`src/rtl/tick_scheduler_pkg.sv`:
```
// ============================================================================
// Module   : tick_scheduler_pkg
// Contents : scheduler state encoding and the default divide-count width.
// Revision : 1.0
// ============================================================================
`default_nettype none

package tick_scheduler_pkg;

    localparam int DEFAULT_CNT_W = 32;

    typedef enum logic [1:0] {
        IDLE  = 2'd0,
        RUN   = 2'd1,
        PAUSE = 2'd2
    } state_e;

endpackage

`default_nettype wire

```
`src/rtl/tick_channel.sv`:
```
// ============================================================================
// Module   : tick_channel
// Contents : one divide-by-(D+1) tick channel: divide register, enable,
//            counter, registered tick and, with TICK_SCHEDULER_CLKOUT_EN,
//            a toggling ch_clk output.
// Revision : 1.0
// ============================================================================
`default_nettype none

module tick_channel
    import tick_scheduler_pkg::*;
#(
    parameter int CNT_W = DEFAULT_CNT_W
) (
    input  logic             in_clk,
    input  logic             reset,
    input  logic             run,
    input  logic             stay_run,
    input  logic             clear,
    input  logic             wr,
    input  logic [CNT_W-1:0] wr_div,
    input  logic             wr_en,
`ifdef TICK_SCHEDULER_CLKOUT_EN
    output logic             ch_clk,
`endif
    output logic             tick
);

    logic [CNT_W-1:0] r_div;
    logic [CNT_W-1:0] r_cnt;
    logic             r_en;
    logic             r_tick;
    logic             w_wrap;
    logic             w_fire;

    // Unsigned >= so a lowered divide still reloads at once.
    assign w_wrap = run && r_en && (r_cnt >= r_div);
    // A wrap on the edge that leaves RUN reloads the counter but emits no pulse.
    assign w_fire = w_wrap && stay_run && !wr;

    always_ff @(posedge in_clk) begin
        if (reset) begin
            r_div  <= '0;
            r_en   <= 1'b0;
            r_cnt  <= '0;
            r_tick <= 1'b0;
        end else begin
            r_tick <= w_fire;
            if (wr) begin
                r_div <= wr_div;
                r_en  <= wr_en;
                r_cnt <= '0;
            end else if (clear || !r_en) begin
                r_cnt <= '0;
            end else if (run) begin
                r_cnt <= w_wrap ? '0 : r_cnt + CNT_W'(1);
            end
        end
    end

    assign tick = r_tick;

`ifdef TICK_SCHEDULER_CLKOUT_EN
    logic r_ch_clk;

    always_ff @(posedge in_clk) begin
        if (reset) begin
            r_ch_clk <= 1'b0;
        end else if (w_fire) begin
            r_ch_clk <= !r_ch_clk;
        end
    end

    assign ch_clk = r_ch_clk;
`endif

endmodule

`default_nettype wire

```
`src/rtl/tick_scheduler.sv`:
```
// ============================================================================
// Module   : tick_scheduler
// Contents : IDLE/RUN/PAUSE scheduler driving NUM_CH programmable tick
//            channels; optional ch_clk outputs with TICK_SCHEDULER_CLKOUT_EN.
// Revision : 1.0
// ============================================================================
`default_nettype none

module tick_scheduler
    import tick_scheduler_pkg::*;
#(
    parameter  int NUM_CH = 4,
    parameter  int CNT_W  = DEFAULT_CNT_W,
    localparam int CH_W   = (NUM_CH > 1) ? $clog2(NUM_CH) : 1
) (
    input  logic              in_clk,
    input  logic              reset,
    input  logic              start,
    input  logic              stop,
    input  logic              cfg_valid,
    output logic              cfg_ready,
    input  logic [CH_W-1:0]   cfg_ch,
    input  logic [CNT_W-1:0]  cfg_div,
    input  logic              cfg_en,
`ifdef TICK_SCHEDULER_CLKOUT_EN
    output logic [NUM_CH-1:0] ch_clk,
`endif
    output logic [NUM_CH-1:0] tick,
    output state_e            state,
    output logic              busy
);

    state_e r_state;
    state_e w_next;
    logic   r_ready;
    logic   w_accept;
    logic   w_run;
    logic   w_stay_run;
    logic   w_clear;

    // stop takes priority over start in every state.
    always_comb begin
        w_next = r_state;
        case (r_state)
            IDLE:    if (stop) w_next = IDLE;  else if (start) w_next = RUN;
            RUN:     if (stop) w_next = PAUSE;
            PAUSE:   if (stop) w_next = IDLE;  else if (start) w_next = RUN;
            default: w_next = IDLE;
        endcase
    end

    always_ff @(posedge in_clk) begin
        if (reset) begin
            r_state <= IDLE;
            r_ready <= 1'b1;
        end else begin
            r_state <= w_next;
            r_ready <= !w_accept;
        end
    end

    assign w_accept   = cfg_valid && r_ready;
    assign w_run      = (r_state == RUN);
    assign w_stay_run = (w_next == RUN);
    assign w_clear    = (w_next == IDLE);

    assign cfg_ready = r_ready;
    assign state     = r_state;
    assign busy      = w_run;

    // Out-of-range cfg_ch matches no channel, so the write is consumed silently.
    for (genvar i = 0; i < NUM_CH; i++) begin : g_ch
        logic w_wr;
        assign w_wr = w_accept && (cfg_ch == CH_W'(i));

        tick_channel #(
            .CNT_W (CNT_W)
        ) u_ch (
            .in_clk   (in_clk),
            .reset    (reset),
            .run      (w_run),
            .stay_run (w_stay_run),
            .clear    (w_clear),
            .wr       (w_wr),
            .wr_div   (cfg_div),
            .wr_en    (cfg_en),
`ifdef TICK_SCHEDULER_CLKOUT_EN
            .ch_clk   (ch_clk[i]),
`endif
            .tick     (tick[i])
        );
    end

endmodule

`default_nettype wire

```
`config.mk`:
```
export PLATFORM = sky130hd
export DESIGN_NAME = tick_scheduler
export DESIGN_NICKNAME = d
export VERILOG_FILES = /design/src/rtl/tick_scheduler_pkg.sv /design/src/rtl/tick_channel.sv /design/src/rtl/tick_scheduler.sv
export SDC_FILE = /design/constraint.sdc
export NUM_CORES = 1
export LEC_CHECK = 0
export ABC_AREA = 1
export BUFFER_PORTS_ARGS = -buffer_cell sky130_fd_sc_hd__buf_2
export CAP_MARGIN = 0
export CORE_UTILIZATION = 49
export CTS_BUF_LIST = sky130_fd_sc_hd__clkbuf_8
export DETAILED_ROUTE_END_ITERATION = 10
export GPL_TIMING_DRIVEN = 0
export PLACE_DENSITY_LB_ADDON = 0.15
export SLEW_MARGIN = 0
export SYNTH_ARGS = -nofsm -noshare
export SYNTH_HDL_FRONTEND = slang
export SYNTH_HIERARCHICAL = 1
export SYNTH_SLANG_ARGS = --single-unit
```
`constraint.sdc`:
```
create_clock -name in_clk -period 4.2 [get_ports in_clk]
set_clock_uncertainty 0.1 [all_clocks]
set_input_delay 0.21 -clock in_clk [delete_from_list [all_inputs] [get_ports in_clk]]
set_output_delay 0.21 -clock in_clk [all_outputs]
set_load 0.01 [all_outputs]
```
Yosys cells after proc, flatten, opt, wreduce, memory -nomap -nowiden
Index checks and enable logic that the tools add are counted.
- $lt $le $gt $ge: 4
- equality and inequality tests: 6
- add/sub/neg operators: 4
- multiplexer cells: 8
- reductions and logical operators: 42
- operators by type and width (operator ; count):
    $add A32 B1 Y32 const B ; 4
    $ge A32 B32 Y1 ; 4
    $mux W32 ; 4
    $logic_and A1 B1 Y1 ; 21
    $reduce_or A3 Y1 ; 4
    $logic_not A1 Y1 ; 9
    $eq A2 B1 Y1 const B ; 3
    $eq A2 B2 Y1 const B ; 3
    $logic_not A2 Y1 ; 3
    $mux W2 ; 3
    $logic_or A1 B1 Y1 ; 4
    $pmux W2 S2 ; 1
    $reduce_or A2 Y1 ; 1
- input bits: 40
- word-level logic and storage cells: 82
- bits in registers: 267

Longest topological paths before layout
Gate-level depths: netlist of run 1.
- word-level depth: 6
- gate-level depth with buffers: 17
- gate-level depth less buffers: 16

By module
The synthesis of run 1 kept the hierarchy.
- by module, submodules not included (module ; times used ; area an instance (µm²) ; sequential area each (µm²) ; cells an instance):
    tick_channel ; 4 ; 3687.3 ; 1321.3 ; 497
    tick_scheduler ; 1 ; 171.4 ; 60.1 ; 26

Worst setup path before layout of run 1
Ideal clock, no wire load.
- path type: register to register
- start: reg r_state[0] (netlist: state[0])
- end: reg g_ch[0].u_ch.r_cnt[22]
- data arrival time: 2.356 ns
- period minus slack after synthesis: 2.571 ns
- slack: 1.629 ns
- data required time: 3.984 ns
- stages on the path, launching flop included: 13
- path buffers: 0
- library setup time: 0.116 ns
- cells stage by stage: dfxtp_1 inv_1 nor2_1 nand3_1 inv_2 nand2_4 inv_2 nand3_2 nor2_4 nand2_2 nor2_4 xor2_1 nor2_1
- elaborated cells between the ends (all ways): 14
- classes of those cells: eq/ne (2); mux (5); reduce/logical (7)
- RTL lines (item ; line ; source):
    from (decl) ; tick_scheduler.sv:33 ; state_e r_state;
    from (signal assigned) ; tick_scheduler.sv:57 ; r_state <= w_next;
    $eq A2 B1 Y1 * ; tick_scheduler.sv:63 ; assign w_run = (r_state == RUN);
    named net busy ; tick_scheduler.sv:30 ; output logic busy
    $pmux W2 S2 ; tick_scheduler.sv:44 ; case (r_state)
    $logic_not A2 Y1 ; tick_scheduler.sv:65 ; assign w_clear = (w_next == IDLE);
    $logic_or A1 B1 Y1 ; tick_channel.sv:53 ; end else if (clear || !r_en) begin
    $reduce_or A3 Y1 (no line) ; -- ;
    to (signal assigned) ; tick_channel.sv:56 ; r_cnt <= w_wrap ? '0 : r_cnt + CNT_W'(1);
    to (decl) ; tick_channel.sv:30 ; logic [CNT_W-1:0] r_cnt;
The timed path passes the listed nets; every way through them passes the cells marked *.
A chain may end at the register's enable or synchronous reset.

Final worst setup path of run 1
- start: reg r_state[0] (netlist: state[0])
- end: reg g_ch[1].u_ch.r_cnt[29]
- cells in the longest elaborated chain, start to end: 6
- elaborated cells between the ends (all ways): 14
- classes of those cells: eq/ne (2); mux (5); reduce/logical (7)
- RTL lines (item ; line):
    $eq A2 B2 Y1, or another cell as far along ; tick_scheduler.sv:44
    $reduce_or A2 Y1 (no line) or $mux W2 (tied branches) ; --
    $pmux W2 S2 ; tick_scheduler.sv:44
    $logic_not A2 Y1 ; tick_scheduler.sv:65
    $logic_or A1 B1 Y1 ; tick_channel.sv:53
    $reduce_or A3 Y1 (no line) ; --
    to (signal assigned) ; tick_channel.sv:56
    to (decl) ; tick_channel.sv:30
Several ways; a longest one is shown, not always the timed one.

==> out/results.tsv, run 1 <==
metric	value	unit
DRT Wirelength	39630	microns
Final min period	2.426	ns
P per Cell Area	324.8	nW/um^2
die area	31150	sq um
vias in the first global route	12750	
Clock Power Share	44.5	%
hold crit path type	reg2reg	
layout cells sized above 1	12.42	%
Tot Pwr	5.549	mW
Slew headroom	57.54	%
total CTS buffers	48	
first-pass GRT wire length	63600	microns
HPWL after detailed placement	29900	microns
CTS resizes	0	
Worst setup SP type	flop	
Finished Layout Cells	2580	
Via density	5.168	
sequential share of power	47.1	%
status	finished clean	
RSZ-0062 raised after global routing	no	
Post-CTS Setup Bufs	0	
Yosys top cell area share	35.82	%
number of port buffers	47	
clk root buf	clkbuf_8	
syn_nets	2186	
Core Rows	63	
P_leak	7.369	nW
Layout Nets	2328	
Pint	4.120	mW
synthesized instance count	2014	
antenna cell count	0	
setup_tns	0	ns
Yosys top cell by area	dfxtp_1	
initial antenna violation count	1	
measured slew at the worst slew-check pin	0.6320	ns
mapped cell area	14920	sq um
syn avg cell area	7.408	sq um
Die Ht	176.5	microns
CTS tree	yes	
Yosys warnings	6	
Clock Latency Late Sink	0.57	ns
Data required, critical path	4.55	ns
Logic pwr share	8.4	%
Initial Util	50.08	%
Critical Path End Type	flop	
gr usage total	26.00	%
Hold Fails Final Rpt	0	
Placer Congestion	0.8683	
Unique masters post-synth	33	
Tcrit/Tclk final	57.76	%
via count	13330	
area of the core	29800	sq um
sequential element share of the synthesized area	35.82	%
largest cells by area after synthesis	dfxtp_1, ha_1, nand2_1, inv_1, a21oi_1	
DRC errors left	0	
Arr. time, crit path	2.77	ns
global route total overflow	0	
post-route ant nets	0	
NetSw	1.429	mW
Wirelength per Cell	15.36	microns
Sink Count	267	
Max IR drop VDD	255.7	uV
Area Overhead vs Synth	14.51	%
FF+latch count, synth	267	
Die Wd	176.5	microns
Net Sw Frac	25.75	%
max frequency	0.4122	GHz
largest net degree at the start of global routing	17	
# H-tree levels	2	
critical path fanouts, max	16	
Max clock buf depth	3	
setup violation total in the final timing report	0	
Slew Limit Fails	0	
max_cap viols	0	
# IOs	48	
initial DRC count	776	
Post-CTS Hold Fix Bufs	44	
WS Path Type	reg2reg	
Reg clk slew, reported paths	0.06	ns
placed cells	2452	
DRT Pass-1 Iters	5	
## power by group through the flow
stage          clock, mW  combinational [mW]  sequential (mW)
2_1_floorplan          0               0.274             2.67
3_3_place_gp           0               0.415             2.67
3_5_place_dp           0               0.429             2.67
4_1_cts             2.53               0.462             2.61
5_1_grt             2.65               0.526             2.62
6_report            2.47               0.466             2.61
## path summary, 6_finish.rpt
kind                                       from                                  end  slack [ns]  cells past startpoint
min reg2reg  g_ch[0].u_ch/r_div[4]$_SDFFE_PP0P_   g_ch[0].u_ch/r_div[4]$_SDFFE_PP0P_        0.36                      2
max reg2reg                 state[0]$_SDFF_PP0_  g_ch[1].u_ch/r_cnt[29]$_SDFFE_PP0P_        1.77                     10
min          g_ch[0].u_ch/r_div[4]$_SDFFE_PP0P_   g_ch[0].u_ch/r_div[4]$_SDFFE_PP0P_        0.36                      2
max                         state[0]$_SDFF_PP0_  g_ch[1].u_ch/r_cnt[29]$_SDFFE_PP0P_        1.77                     10
## synthesized netlist by cell type
| library cell | instances |
|---|---|
| or2_2 | 5 |
| nand2_1 | 324 |
| nor3_1 | 33 |
| clkbuf_1 | 40 |
| o21a_1 | 8 |
| inv_1 | 293 |
| nand3_4 | 4 |
| buf_4 | 8 |
| nor3_2 | 8 |
| nand4_1 | 32 |
| nor3_4 | 8 |
| nor4_1 | 12 |
| nand3_2 | 16 |
| a21oi_1 | 192 |
| xnor2_1 | 4 |
| nor2_2 | 15 |
| nand3_1 | 81 |
| nand4_2 | 4 |
| o31ai_1 | 4 |
| a21oi_2 | 1 |
| o22ai_1 | 8 |
| ha_1 | 132 |
| nand2_4 | 8 |
| xor2_1 | 56 |
| o21ai_0 | 156 |
| dfxtp_1 | 267 |
| inv_2 | 24 |
| nor2_4 | 24 |
| nand3b_1 | 4 |
| nand2_2 | 21 |
| nor2_1 | 210 |
| o21ai_1 | 8 |
| nand3b_4 | 4 |
## critical path: stages (launching register included)
cell and delay [ns]:
dfxtp_1 0.41, inv_1 0.07, nor2_2 0.35, buf_16 0.21, inv_2 0.10, nor2_4 0.23, nand2_1 0.14, nor3_1 0.32
nand3_1 0.15, xor2_1 0.16, nor2_1 0.06
## logic make-up after synthesis
group	count (synthesis)	synth area share, %
flops	267	35.82
fa+ha+maj	132	11.07
compound gates	377	12.94
xor+xnor	60	3.522
simple gates	813	27.26
buf+inv	365	9.384
## metrics by stage
| stage | util, % | area [sq um] | hold slack (ns) | worst slack (ns) |
|---|---|---|---|---|
| after floorplan | - | 14920 | 0.1724 | 1.629 |
| after global placement | 52.50 | 15640 | 0.3490 | 0.7738 |
| after detailed placement | 52.60 | 15670 | 0.3548 | 1.793 |
| after CTS | 57.34 | 17090 | 0.3635 | 1.779 |
| after global routing | 57.34 | 17090 | 0.3780 | 1.557 |
| final | 57.34 | 17090 | 0.3609 | 1.774 |
## layout make-up
type / instances / area, sq um
Buffer: 48 / 210.2
Clock buffer: 61 / 839.6
Clock inverter: 23 / 131.4
Fill cell: 2872 / 12710
Inverter: 317 / 1190
Multi-Input combinational cell: 1382 / 8178
Sequential cell: 267 / 5345
Tap cell: 390 / 488.0
Timing Repair Buffer: 92 / 703.2
## per-layer routing
metal | vias up | global-route usage (%) | part of all wire, %
met2 | 268 | 43.38 | 45
met5 | - | 0 | 0
met3 | 77 | 3.876 | 6.0
met1 | 6147 | 34.23 | 46
li1 | 6841 | - | -
met4 | 0 | 8.549 | 2.9
## cell usage in the layout, fill, tap and decap left out, drive strengths merged, types with 5 or more instances in the layout
cell type      n
dlygate4sd3   44
clkbuf       101
nand3        101
o21ai        164
xor2          56
o22ai          8
o21a           8
nand2        353
clkinv         9
buf           56
nor2         249
inv          328
nor4          12
dfxtp        267
a21oi        193
nand4         36
ha           132
nand3b         8
nor3          49
or2            5
## registers in the layout (all words and copies together) (netlist names)
register	flops
g_ch.u_ch/r_div	128
state	2
g_ch.u_ch/tick	4
g_ch.u_ch/r_cnt	128
cfg_ready	1
g_ch.u_ch/r_en	4
No activity file was read; power rests on OpenSTA's default activity.
==> inputs of run 2 (changes only) <==
==> constraint.sdc (replaced) <==
create_clock -name in_clk -period 2.2 [get_ports in_clk]
set_clock_uncertainty 0.1 [all_clocks]
set_input_delay 0.11 -clock in_clk [delete_from_list [all_inputs] [get_ports in_clk]]
set_output_delay 0.11 -clock in_clk [all_outputs]
set_load 0.01 [all_outputs]
==> run 2 against run 1 <==
Net effect: global-route usage is 0.11 points lower; first-iteration DRC count is 16% higher; sequential share of layout area fell by 0.77 points; flip-flop and latch count unchanged; final area is 3.2% higher; clock power is 99% higher; via count increased by 1.2%; register-to-register slack got worse by 1.8 ns; non-clock buffer count is 28 higher; final cell count grew 1.1%.
==> out/results.tsv, run 2 (same netlist as run 1, synthesis figures left out) <==
metric	value	unit
Wirelength per Cell	15.51	microns
setup violation total in the final timing report	0	
Tcrit/Tclk final	99.90	%
FF-to-FF Start	state[1]$_SDFF_PP0_	
area of the core	29800	sq um
CP delay by family, top	simple AND/OR/NAND/NOR gates	
most frequent cells in the layout	nand2_1, inv_1, dfxtp_1, nor2_1, a21oi_1	
Slew headroom	56.69	%
worst-case reg-to-reg path depth	8	
Layout Nets	2356	
Die Wd	176.5	microns
Initial Util	50.08	%
Critical R2R Capture	g_ch[3].u_ch/r_cnt[16]$_SDFFE_PP0P_	
max_cap viols	0	
total CTS buffers	47	
gr usage total	25.89	%
Tot Pwr	10.81	mW
worst-path cell chain	nand2_1, nand2_2, nor2_2, nor2_2, nor2_4, nand2_8, buf_4, nor2_1	
Post-Route Utilization	59.18	%
CP Depth	8	
Critical Path End Type	flop	
Via density	5.175	
Final min period	2.198	ns
Data required, critical path	2.57	ns
most used cell, CP	nor2_2	
DRT Wirelength	40460	microns
die area	31150	sq um
P per Cell Area	613.0	nW/um^2
P_leak	7.642	nW
commonest non-fill, non-tap cell in the layout	nand2_1	
WS Path Type	reg2reg	
DRT Pass-1 Iters	5	
Core Rows	63	
CTS tree	yes	
Arr. time, crit path	2.56	ns
Worst setup SP type	flop	
post-route ant nets	0	
Slew Limit Fails	0	
via count	13500	
clk root buf	clkbuf_8	
Place WS	-0.3647	ns
Placer Congestion	0.8857	
CP max stage delay	0.57	ns
Max IR drop VDD	439.3	uV
met2 usage	42.91	%
Die Ht	176.5	microns
largest registers	g_ch.u_ch/r_cnt (128), g_ch.u_ch/r_div (128)	
Critical Path Source	state[1]$_SDFF_PP0_	
max frequency	0.4550	GHz
# H-tree levels	2	
largest net degree at the start of global routing	12	
DRC errors left	0	
# IOs	48	
hold crit path type	in2reg	
flop-to-flop setup slack	0.002	ns
HPWL after detailed placement	29620	microns
status	finished clean	
Area Overhead vs Synth	18.17	%
buffer and inverter count on the worst path	1	
measured slew at the worst slew-check pin	0.6489	ns
Setup crit end	g_ch[3].u_ch/r_cnt[16]$_SDFFE_PP0P_	
Hold Fails Final Rpt	0	
antenna cell count	0	
number of port buffers	47	
vias in the first global route	12630	
setup_tns	0	ns
grt peak-use layer	met2	
Clock Latency Late Sink	0.58	ns
first-pass GRT wire length	63380	microns
Sink Count	267	
global route total overflow	0	
final setup margin	0.002309	ns
Worst path slowest cell	dfxtp_1	
met3 Usage GRT	4.156	%
initial antenna violation count	0	
initial DRC count	901	
layout cells sized above 1	15.46	%
Reg clk slew, reported paths	0.06	ns
met1 GRT Util	34.06	%
Max clock buf depth	3	
critical path fanouts, max	10	
run 2: cell types whose count changed in the layout (fill, tap and decap cells not counted), sizes merged:
cell,delta
buf,+27
bufinv,+1
clkbuf,+2
clkinv,-2
clkinvlp,-2
dlygate4sd3,+2
inv,-1
nor2,+1
run 2: layer usage:
layer  vias to the layer above  wire length (microns)
met4                         0                   1073
met3                        79                   2596
met1                      6167                  18320
li1                       6918                      -
met2                       332                  18480
met5                         -                      0
run 2: final cells by class:
| cell class | instances | area [sq um] |
|---|---|---|
| Fill cell | 2774 | 12160 |
| Multi-Input combinational cell | 1383 | 8376 |
| Sequential cell | 267 | 5380 |
| Inverter | 317 | 1190 |
| Timing Repair Buffer | 121 | 939.7 |
| Clock buffer | 64 | 880.8 |
| Tap cell | 390 | 488.0 |
| Buffer | 47 | 245.2 |
| Clock inverter | 19 | 132.6 |
run 2: power by group:
group | switching [mW] | internal [mW]
logic | 0.594 | 0.319
registers | 0.0346 | 4.95
clock network | 2.10 | 2.81
run 2: how the worst min path moves through the flow:
stage	endpoint	cells after the start	slack, ns	from
3_3_place_gp	state[1]$_SDFF_PP0_	2	0.30	reset
6_report	g_ch[2].u_ch/r_en$_SDFFE_PP0P_	4	0.34	cfg_en
3_5_place_dp	state[1]$_SDFF_PP0_	2	0.31	reset
5_1_grt	g_ch[0].u_ch/r_en$_SDFFE_PP0P_	4	0.38	cfg_en
2_1_floorplan	state[1]$_SDFF_PP0_	1	0.07	reset
4_1_cts	g_ch[0].u_ch/r_en$_SDFFE_PP0P_	4	0.29	cfg_en
run 2: tightest hold or removal path, delay by kind of cell:
kind | cells | cell delay [ns]
AND/OR/NAND/NOR | 2 | 0.14
buffers and inverters | 2 | 0.71
run 2: per-stage QoR:
| stage | hold WS [ns] | area, sq um | instances |
|---|---|---|---|
| after global routing | 0.3750 | 17630 | 2608 |
| after CTS | 0.2870 | 17210 | 2584 |
| after floorplan | 0.07244 | 14930 | 2014 |
| after global placement | 0.3027 | 15650 | 2451 |
| final | 0.3439 | 17630 | 2608 |
| after detailed placement | 0.3071 | 15650 | 2451 |
run 2: what timing repair did:
action	in CTS	in global routing
pin swaps	1	12
cloned	1	2
buffers inserted	3	23
resized for setup	17	62
setup endpoints to repair	102	161
hold endpoints to repair	139	0
hold buffers	46	0
==> inputs of run 3 (changes only) <==
--- a/config.mk
+++ b/config.mk
@@ -6,11 +6,11 @@
 export NUM_CORES = 1
 export LEC_CHECK = 0
 export ABC_AREA = 1
-export BUFFER_PORTS_ARGS = -buffer_cell sky130_fd_sc_hd__buf_2
 export CAP_MARGIN = 0
-export CORE_UTILIZATION = 49
+export CORE_UTILIZATION = 53
 export CTS_BUF_LIST = sky130_fd_sc_hd__clkbuf_8
 export DETAILED_ROUTE_END_ITERATION = 10
+export DONT_BUFFER_PORTS = 1
 export GPL_TIMING_DRIVEN = 0
 export PLACE_DENSITY_LB_ADDON = 0.15
 export SLEW_MARGIN = 0
==> run 3 against run 2 <==
Net effect: the run now ends with negative setup slack left; sequential share of layout area fell by 0.70 points; global-route usage increased by 2.6 points; clock-buffer cell count is 1 lower; maximum frequency fell by 9.9%; combinational power down 3.0%.
==> out/results.tsv, run 3 (same netlist as run 1, synthesis figures left out) <==
metric	value	unit
status	finished, violations left	
failing checks	negative setup slack	
Via density	5.272	
post-route ant nets	0	
clk root buf	clkbuf_8	
CTS tree	yes	
DRC errors left	0	
placed cell area	15400	sq um
DRT Pass-1 Iters	5	
P per Cell Area	581.5	nW/um^2
Filler cells	2444	
final setup margin	-0.2389	ns
vias in the first global route	12750	
most used cell, CP	nor2_4	
Die Ht	169.8	microns
Wirelength per Cell	16.03	microns
area of the core	27710	sq um
Area Overhead vs Synth	20.99	%
Tot Pwr	10.50	mW
setup_tns	-8.028	ns
Worst path slowest cell	nor2_4	
Slew headroom	54.46	%
CP max stage delay	0.52	ns
Sink Count	267	
max frequency	0.4100	GHz
global route total overflow	0	
setup violation total in the final timing report	61	
Slew Limit Fails	0	
RSZ-0062 raised after global routing	yes	
largest registers	g_ch.u_ch/r_cnt (128), g_ch.u_ch/r_div (128)	
Critical Path End Type	flop	
die area	28830	sq um
largest net degree at the start of global routing	12	
Initial Util	53.85	%
max_cap viols	0	
via count	13720	
Reg clk slew, reported paths	0.06	ns
CP delay by family, top	simple AND/OR/NAND/NOR gates	
Die Wd	169.8	microns
first-pass GRT wire length	64670	microns
gr usage total	28.48	%
Tcrit/Tclk final	110.9	%
commonest non-fill, non-tap cell in the layout	nand2_1	
Final min period	2.439	ns
Max IR drop VDD	552.2	uV
most frequent cells in the layout	nand2_1, inv_1, dfxtp_1, nor2_1, a21oi_1	
measured slew at the worst slew-check pin	0.6769	ns
Data required, critical path	2.54	ns
# IOs	48	
buffer and inverter count on the worst path	3	
Max clock buf depth	3	
Layout Nets	2353	
layout cells sized above 1	17.12	%
# H-tree levels	2	
Post-Route Utilization	65.16	%
number of port buffers	0	
total CTS buffers	48	
Hold Fails Final Rpt	0	
HPWL after detailed placement	29080	microns
Final Cell Area	18050	sq um
Clock Latency Late Sink	0.57	ns
critical path fanouts, max	7	
Worst setup SP type	flop	
Placer Congestion	0.8852	
DRT Wirelength	41730	microns
WS Path Type	reg2reg	
hold crit path type	in2reg	
initial DRC count	1044	
Arr. time, crit path	2.78	ns
Core Rows	61	
initial antenna violation count	12	
P_leak	7.854	nW
worst-path cell chain	clkinvlp_4, nor2_4, inv_4, nor2_4, buf_6, nand4_4, nor2_4, nand4_1, nor2_1, nand2_1, nand2_1, nor2_1	
final hold slack	0.1913	ns
## run 3: cell count changes in the layout (fill, tap and decap cells not counted), moves of 10 or more
cell     previous run  this run
buf_2              48         0
buf_4              26        50
buf_6               5        29
diode_2             0        11
nand2_4            12        22
nand3_1            81        68
## run 3: final cells by class
cell class | instances | area, sq um | share of cell area [%]
antenna | 11 | 27.53 | 0.1525
buffer | 48 | 245.2 | 1.358
clock buffer | 63 | 867.1 | 4.803
clock inverter | 20 | 86.33 | 0.4782
inverter | 317 | 1214 | 6.723
multi-input combinational | 1384 | 8705 | 48.22
sequential | 267 | 5381 | 29.81
tap | 378 | 473.0 | 2.620
timing repair buffer | 115 | 1054 | 5.836
## run 3: path summary, 6_finish.rpt
check | slack (ns) | to | cells after the start | from
max | -0.24 | g_ch[1].u_ch/r_cnt[23]$_SDFFE_PP0P_ | 12 | state[0]$_SDFF_PP0_
max reg2reg | -0.24 | g_ch[1].u_ch/r_cnt[23]$_SDFFE_PP0P_ | 12 | state[0]$_SDFF_PP0_
min reg2reg | 0.36 | g_ch[2].u_ch/r_div[24]$_SDFFE_PP0P_ | 2 | g_ch[2].u_ch/r_div[24]$_SDFFE_PP0P_
min | 0.19 | g_ch[2].u_ch/r_cnt[0]$_SDFFE_PP0P_ | 6 | stop
## run 3: repair_timing
item	CTS	global route
hold endpoints to repair	155	0
setup buffers	43	35
hold buffers	43	0
cloned	2	0
endpoints found under the setup margin	122	134
resized for setup	77	101
pin swaps	53	75
## run 3: per-stage QoR
stage | setup WS, ns | std cells
after floorplan | 0.1830 | 2014
after global placement | -0.6067 | 2392
after detailed placement | -0.6193 | 2392
after CTS | -0.2021 | 2563
after global routing | -0.3439 | 2594
final | -0.2389 | 2603
## run 3: per-layer routing
metal / track usage (%) / routed length (microns)
met5: 0 / 27
met4: 8.147 / 889
met3: 7.206 / 3768
met2: 47.67 / 19400
met1: 36.01 / 17650
## run 3: power by group
part / internal (mW) / switching, mW / leakage, nW
sequential: 4.95 / 0.0392 / 2.18
combinational: 0.301 / 0.585 / 5.13
clock: 2.54 / 2.08 / 0.547
total: 7.80 / 2.70 / 7.85
## run 3: worst reg2reg max path, cell delays in order, from the launching register on
cell        delay, ns
dfxtp_4          0.45
clkinvlp_4       0.15
nor2_4           0.52
inv_4            0.08
nor2_4           0.21
buf_6            0.14
nand4_4          0.09
nor2_4           0.15
nand4_1          0.14
nor2_1           0.13
nand2_1          0.06
nand2_1          0.05
nor2_1           0.03
